### src/rtl/vscale_htif_host_pkg.sv
// vscale_htif_host_pkg: shared CSR/HTIF constants and host FSM encodings.
package vscale_htif_host_pkg;
    localparam int CSR_ADDR_WIDTH = 12;
    localparam int HTIF_PCR_WIDTH = 64;
    localparam int IDX_W = 4;
    localparam logic [CSR_ADDR_WIDTH-1:0] CSR_ADDR_TO_HOST = 12'h780;
    localparam logic [HTIF_PCR_WIDTH-1:0] TOHOST_PASS = 64'd1;
    typedef enum logic [2:0] {
        ST_WAIT    = 3'd0,
        ST_RD_REQ  = 3'd1,
        ST_RD_RESP = 3'd2,
        ST_WR_REQ  = 3'd3,
        ST_WR_RESP = 3'd4,
        ST_ADVANCE = 3'd5,
        ST_HALT    = 3'd6
    } host_state_e;
endpackage

### src/rtl/vscale_rr_next_idx.sv
// vscale_rr_next_idx: next index after cur (wrapping, cur itself last) whose done bit is clear.
module vscale_rr_next_idx import vscale_htif_host_pkg::*; #(
    parameter int N_CORES = 1
) (
    input  logic [IDX_W-1:0]   cur,
    input  logic [N_CORES-1:0] done_mask,
    output logic [IDX_W-1:0]   nxt,
    output logic               all_done
);
    logic [15:0] mask16;
    assign mask16 = 16'(done_mask);
    assign all_done = &done_mask;
    // Scan from the farthest offset down so the nearest unfinished index wins.
    always_comb begin
        nxt = cur;
        for (int k = N_CORES; k >= 1; k--) begin
            if (!mask16[IDX_W'((int'(cur) + k) % N_CORES)]) nxt = IDX_W'((int'(cur) + k) % N_CORES);
        end
    end
endmodule

### src/rtl/vscale_htif_host.sv
// vscale_htif_host: round-robin tohost poller/acknowledger with pass/fail decode and global timeout.
module vscale_htif_host import vscale_htif_host_pkg::*; #(
    parameter int          N_CORES        = 1,
    parameter int          POLL_INTERVAL  = 16,
    parameter int unsigned TIMEOUT_CYCLES = 1000000
) (
    input  logic                                clk,
    input  logic                                reset,
    output logic [N_CORES-1:0]                  htif_pcr_req_valid,
    input  logic [N_CORES-1:0]                  htif_pcr_req_ready,
    output logic                                htif_pcr_req_rw,
    output logic [CSR_ADDR_WIDTH-1:0]           htif_pcr_req_addr,
    output logic [HTIF_PCR_WIDTH-1:0]           htif_pcr_req_data,
    input  logic [N_CORES-1:0]                  htif_pcr_resp_valid,
    output logic [N_CORES-1:0]                  htif_pcr_resp_ready,
    input  logic [N_CORES*HTIF_PCR_WIDTH-1:0]   htif_pcr_resp_data,
    output logic [N_CORES-1:0]                  core_done,
    output logic                                done,
    output logic                                pass,
    output logic                                timeout,
    output logic [3:0]                          fail_core,
    output logic [HTIF_PCR_WIDTH-1:0]           fail_code
);
    host_state_e state, state_n;
    logic [31:0] wait_cnt, cyc;
    logic [IDX_W-1:0] sel, nxt_sel;
    logic [HTIF_PCR_WIDTH-1:0] val, rdata;
    logic [HTIF_PCR_WIDTH-1:0] resp_words [16];
    logic [15:0] req_ready16, resp_valid16;
    logic [N_CORES-1:0] sel_mask;
    logic any_fail, tmo_halt, all_done, req_fire, resp_fire, tmo_hit;

    for (genvar g = 0; g < 16; g++) begin : g_word
        if (g < N_CORES) begin : g_in
            assign resp_words[g] = htif_pcr_resp_data[g*HTIF_PCR_WIDTH +: HTIF_PCR_WIDTH];
        end else begin : g_pad
            assign resp_words[g] = '0;
        end
    end

    assign sel_mask     = N_CORES'(1) << sel;
    assign req_ready16  = 16'(htif_pcr_req_ready);
    assign resp_valid16 = 16'(htif_pcr_resp_valid);
    assign req_fire     = req_ready16[sel];
    assign resp_fire    = resp_valid16[sel];
    assign rdata        = resp_words[sel];
    assign tmo_hit      = cyc >= TIMEOUT_CYCLES;

    assign htif_pcr_req_valid  = (state == ST_RD_REQ || state == ST_WR_REQ) ? sel_mask : '0;
    assign htif_pcr_resp_ready = (state == ST_RD_RESP || state == ST_WR_RESP) ? sel_mask : '0;
    assign htif_pcr_req_rw     = state == ST_WR_REQ;
    assign htif_pcr_req_addr   = CSR_ADDR_TO_HOST;
    assign htif_pcr_req_data   = '0;

    vscale_rr_next_idx #(.N_CORES(N_CORES)) u_next (
        .cur       (sel),
        .done_mask (core_done),
        .nxt       (nxt_sel),
        .all_done  (all_done)
    );

    // Timeout only exits at points where no request is outstanding.
    always_comb begin
        state_n = state;
        case (state)
            ST_WAIT:    state_n = tmo_hit ? ST_HALT : (wait_cnt == 32'(POLL_INTERVAL - 1)) ? ST_RD_REQ : ST_WAIT;
            ST_RD_REQ:  state_n = req_fire ? ST_RD_RESP : ST_RD_REQ;
            ST_RD_RESP: state_n = !resp_fire ? ST_RD_RESP : tmo_hit ? ST_HALT : (rdata != '0) ? ST_WR_REQ : ST_ADVANCE;
            ST_WR_REQ:  state_n = req_fire ? ST_WR_RESP : ST_WR_REQ;
            ST_WR_RESP: state_n = resp_fire ? ST_ADVANCE : ST_WR_RESP;
            ST_ADVANCE: state_n = (all_done || tmo_hit) ? ST_HALT : ST_WAIT;
            default:    state_n = ST_HALT;
        endcase
    end

    always_ff @(posedge clk) begin
        if (reset) begin
            state     <= ST_WAIT;
            wait_cnt  <= '0;
            cyc       <= '0;
            sel       <= '0;
            val       <= '0;
            core_done <= '0;
            any_fail  <= 1'b0;
            tmo_halt  <= 1'b0;
            done      <= 1'b0;
            pass      <= 1'b0;
            timeout   <= 1'b0;
            fail_core <= '0;
            fail_code <= '0;
        end else begin
            state    <= state_n;
            wait_cnt <= (state == ST_WAIT && state_n == ST_WAIT) ? wait_cnt + 32'd1 : '0;
            if (state != ST_HALT) cyc <= cyc + 32'd1;
            if (state == ST_RD_RESP && resp_fire) val <= rdata;
            if (state == ST_WR_RESP && resp_fire) begin
                core_done <= core_done | sel_mask;
                if (val != TOHOST_PASS && !any_fail) begin
                    any_fail  <= 1'b1;
                    fail_core <= sel;
                    fail_code <= val >> 1;
                end
            end
            if (state == ST_ADVANCE) sel <= nxt_sel;
            // A final completion coinciding with the limit still counts as a clean finish.
            if (state_n == ST_HALT && state != ST_HALT) tmo_halt <= ~all_done;
            done    <= state == ST_HALT;
            timeout <= state == ST_HALT && tmo_halt;
            pass    <= state == ST_HALT && !tmo_halt && !any_fail;
        end
    end
endmodule

### config.mk
export PLATFORM = sky130hd
export DESIGN_NAME = vscale_htif_host
export DESIGN_NICKNAME = d
export VERILOG_FILES = /design/src/rtl/vscale_htif_host_pkg.sv /design/src/rtl/vscale_rr_next_idx.sv /design/src/rtl/vscale_htif_host.sv
export SDC_FILE = /design/constraint.sdc
export NUM_CORES = 1
export LEC_CHECK = 0
export CAP_MARGIN = 20
export CORE_MARGIN = 3
export CORE_UTILIZATION = 29
export CTS_CLUSTER_DIAMETER = 30
export DETAILED_ROUTE_END_ITERATION = 8
export DONT_BUFFER_PORTS = 1
export GPL_TIMING_DRIVEN = 0
export HOLD_SLACK_MARGIN = 0.12
export PLACE_DENSITY_LB_ADDON = 0.2
export SLEW_MARGIN = 20
export SYNTH_ARGS = -nofsm -noshare
export SYNTH_HDL_FRONTEND = slang
export SYNTH_SLANG_ARGS = --single-unit
### constraint.sdc
create_clock -name clk -period 2.2 [get_ports clk]
set_input_delay 0.66 -clock clk [delete_from_list [all_inputs] [get_ports clk]]
set_output_delay 0.66 -clock clk [all_outputs]
set_load 0.01 [all_outputs]
Word-level counts from Yosys, hierarchy flattened
Index checks and enable logic that the tools add are counted.
W data, S select, Z words.
- $add $sub $neg: 2
- $lt $le $gt $ge: 1
- equality and inequality tests: 10
- muxes and demuxes: 12
- bitwise logic cells: 2
- reductions and logical operators: 18
- operator list (operator ; count):
    $add A32 B1 Y32 const B ; 2
    $ne A64 B1 Y1 const B ; 1
    $reduce_bool A64 Y1 ; 1
    $eq A32 B4 Y1 const B ; 1
    $ge A32 B20 Y1 const B ; 1
    $mux W3 ; 6
    $pmux W3 S6 ; 1
    $eq A3 B3 Y1 const B ; 4
    $logic_and A1 B1 Y1 ; 8
    $eq A3 B2 Y1 const B ; 2
    $logic_not A3 Y1 ; 2
    $mux W1 ; 4
    $eq A3 B1 Y1 const B ; 1
    $logic_or A1 B1 Y1 ; 3
    $ne A3 B3 Y1 const B ; 1
    $logic_not A1 Y1 ; 2
    $mux W2 ; 1
    $not A1 Y1 ; 2
    $reduce_and A2 Y1 ; 1
    $reduce_or A2 Y1 ; 1
- flip-flop bits (word level): 200
- input bits: 68
- output and inout port bits: 151
- logic and storage cells: 56

Longest topological paths before layout
- word-level depth: 9
- mapped depth: 10
- depth with buffers taken out: 8

Hierarchy
A second synthesis with hierarchy kept.
- cell total of the unflattened synthesis: 1031
- area total of the unflattened synthesis: 8876.0 um^2
- modules (own cells, without submodules) (module ; instances ; cells an instance ; area an instance (um^2) ; sequential area each (um^2)):
    vscale_htif_host ; 1 ; 1026 ; 8843.5 ; 4164.0
    vscale_rr_next_idx ; 1 ; 5 ; 32.5 ; 0.0

Least setup slack after synthesis
Ideal clock, no wire load.
- path kind: in2reg
- start: in htif_pcr_resp_data[30]
- end: reg tmo_halt
- library setup time: 0.123 ns
- arrival: 2.132 ns
- data required time: 2.077 ns
- path slack: -0.055 ns
- stages on the path: 7
- buffers on the path: 0
- cell sequence: nor4_1 -> nand4_1 -> nor4_2 -> nand2b_1 -> a21oi_2 -> nor4bb_2 -> mux2_1
- cells in the longest elaborated chain, start to end: 7
- ends and longest elaborated chain (item ; RTL line ; RTL):
    start: declaration ; vscale_htif_host.sv:16 ; input logic [N_CORES*HTIF_PCR_WIDTH-1:0] htif_pcr_resp_data,
    $reduce_bool A64 Y1 ; vscale_htif_host.sv:68 ; ST_RD_RESP: state_n = !resp_fire ? ST_RD_RESP : tmo_hit ? ST_HALT : (rdata != '0) ? ST_WR_REQ : ST_ADVANCE;
    $mux W3 (3 in series) ; vscale_htif_host.sv:68 ;
    $pmux W3 S6 ; vscale_htif_host.sv:65 ; case (state)
    $eq A3 B3 Y1 ; vscale_htif_host.sv:106 ; if (state_n == ST_HALT && state != ST_HALT) tmo_halt <= ~all_done;
    $logic_and A1 B1 Y1 ; vscale_htif_host.sv:106 ;
    end signal: assignment ; vscale_htif_host.sv:106 ;
    end: declaration ; vscale_htif_host.sv:31 ; logic any_fail, tmo_halt, all_done, req_fire, resp_fire, tmo_hit;
Every way passes these cells.
A chain may end at the register's enable or synchronous reset.

Worst setup path in the final report
- start: in htif_pcr_resp_data[51]
- end: reg tmo_halt
The elaborated chain is that of the path after synthesis.

==> results.cfg <==
[status]
status = finished, violations left
violations = negative setup slack

[worst_hold_path]
worst_hold_path_type = in2reg
min_path_cells = 2

[synth]
synth_compound_area_share_pct = 5.68
synth_adder_area_share_pct = 0.420
synth.mux.area_fraction_pct = 7.19
synth-edff-count = 0
ys.flop_type = dfxtp_1
syn_inst = 1001
synth-simple-area-share_pct = 25.6
syn_area_per_cell_um2 = 8.92
synth_seq_cells = 200
yosys.cell_types.count = 50
synth_xor_area_share_pct = 5.40
synth_area_um2 = 8930
yosysSeqAreaShare_pct = 44.8
synth_warnings = 0
synthArstFlopShare_pct = 0
synth_top_family_by_area = simple AND/OR/NAND/NOR gates

[grt]
overflow = 0
grtUsageTotal_pct = 13.7
grt_first_pass_wirelength_um = 36000
antenna_found_initial = 0
grt_max_degree = 20
grt_pass1_vias = 6207

[detailed_routing]
wl_met2_um = 11100
drt_iter0_drc = 326
highest_layer = met4
routed_wl_um = 23600
wire_per_inst_um = 15.6
met1_length_um = 10800
drc = 0
wl_met3_um = 1360
dr.pass1.iters = 5
ant_nets = 0
viasPerCell = 4.48
vias = 6768

[setup_path]
reg2reg_to = fail_code[14]
max_stage_delay_ns = 0.51
arrival_ns = 2.77
criticalPathCategory = in2reg
worstSetupStartpointType = input pin
cpMaxStageDelayCell = nor4_4
crit_path_end_kind = flip-flop
reg2regPathDepth = 9
cp_num_cells = 7
path_cells = nor4_4 > nand4_1 > nor4_4 > nand2b_1 > a21oi_2 > nor4bb_2 > mux2_1
cp_num_buf_inv = 0
critPathTopFamily = simple AND/OR/NAND/NOR gates
required_ns = 2.52
r2r_start = state[2]
cpMostUsedCell = nor4_4
cp-endpoint = tmo_halt
rrSetupSlack_ns = 0.05
crit_path_max_fanout = 2
crit_start = htif_pcr_resp_data[51]

[sta]
slew_violations = 0
fmax_mhz = 407
period_share_pct = 112
setup_slack_ns = -0.257
setup_viol = 1
worst_slew_pin_slew_ns = 0.734
fin_crit_ns = 2.46
skew_ns = 0.0163
slew_headroom_pct = 51.1
hold_viol_final = 0
rsz0062_at_grt = true

[die]
start_util_pct = 29.8
io_pins = 219
die_area_um2 = 32900
placementRows = 63
die_height_um = 181
die_w_um = 181
core_um2 = 30000

[cts]
cts_buffers = 17
clk_path_buf_depth = 2
cts_root_buf = clkbuf_16
cts_tree = built
insertion_delay_ns = 0.43
htree_levels = 4
cts_sinks = 200
cts.clk_slew.worst_paths_ns = 0.08

[final_layout]
fillCellCount = 3145
syn2layout_area_growth_pct = 20.1
drive_above_1_share_pct = 19.3
antenna_cells = 0
final_common_cell = dfxtp_1
nets = 1180
final_core_util_pct = 35.8
final_cell_mix = 196 x dfxtp_1, 155 x nand2_1, 122 x nor2_1

[placement]
dpl.hpwl_um = 17600
port-buffer-count = 0
post-place-ws_ns = -1.06
globalplace.congestion = 0.814

[power]
combinationalPowerShare_pct = 4.5
p_int_w = 0.00538
p_sw_w = 0.00172
p_leak_nw = 3.87
switching_share_pct = 24.3
power_density_nw_per_um2 = 662
power.ir.vdd_worst_v = 0.000562
seqPwrFrac_pct = 51.2
power_frac_clock_pct = 44.3

[job]
drv_cap = 0
synth_stat cells (all sizes together) (2+ instances only):
library cell	instances	area, µm²
nand2b	2	12.5
nand2	155	582
nand4	21	138
xnor2	24	210
nand3	27	145
a21oi	75	379
and2	2	12.5
conb	2	7.51
inv	15	56.3
and3	9	61.3
nor3	12	85.1
ha	3	37.5
xor2	31	272
nor4	44	300
or3	8	50.1
nor2	154	803
and4	3	26.3
dfxtp	200	4000
o21ai	10	50.0
clkbuf	33	134
mux2i	63	631
buf	94	774
a31oi	2	27.5
cell families after synthesis:
kind of cell | after synthesis
and+or+nand+nor | 443
AOI/OAI and AO/OA | 92
muxes | 64
xor gates and xnor gates | 55
adders and majority gates | 3
buffers and inverters | 142
other | 2
DFF | 200
area by class of cell:
cell class	instances	area [µm²]	area share, %
Multi-Input combinational cell	738	4450	41.5
Clock buffer	17	425	3.97
Buffer	127	965	9.00
Timing Repair Buffer	10	166	1.55
Clock inverter	15	164	1.53
Inverter	15	56.3	0.525
Sequential cell	200	4010	37.4
Tap cell	390	488	4.55
routing by layer:
metal  track usage [%]  up-vias
met5                 0        -
met4              3.60        0
met3              3.39       17
met2              21.7      176
met1              18.6     3150
li1                  -     3425
power groups by stage:
stage               clock (W)  sequential (W)  combinational, W
global placement            0         0.00372          0.000317
CTS                   0.00324         0.00364          0.000318
detailed placement          0         0.00372          0.000317
floorplan                   0         0.00372          0.000277
global route          0.00337         0.00364          0.000352
finish                0.00314         0.00363          0.000321
worst min-delay path by stage:
stage                                start     endpoint
global placement               wait_cnt[0]  wait_cnt[0]
detailed placement             wait_cnt[0]  wait_cnt[0]
global route        htif_pcr_resp_data[22]      val[22]
floorplan                         tmo_halt         pass
finish              htif_pcr_resp_data[22]      val[22]
CTS                 htif_pcr_resp_data[43]      val[43]
sequential cells by signal, summed over array words and instances, names as in the netlist:
register	flops
cyc	32
done	1
tmo_halt	1
fail_code	63
core_done	1
wait_cnt	32
pass	1
timeout	1
state	3
any_fail	1
val	64
stage by stage:
stage | instances | power, W | cell area [µm²] | hold WS (ns) | setup TNS, ns
finish | 1512 | 0.00710 | 10700 | 0.349 | -0.257
CTS | 1502 | 0.00719 | 10400 | 0.332 | -0.177
global route | 1512 | 0.00735 | 10700 | 0.327 | -2.84
detailed placement | 1470 | 0.00404 | 9760 | 0.440 | -11.36
floorplan | 1080 | 0.00400 | 9260 | 0.407 | -0.0540
global placement | 1470 | 0.00404 | 9750 | 0.440 | -10.54
repair_timing:
item / in CTS / in global routing
cloned: 0 / 6
hold buffers: 0 / 0
setup endpoints to repair: 110 / 89
pin swaps: 4 / 7
buffers inserted: 0 / 4
resized for setup: 10 / 44
(Power assumes the default switching activity.)
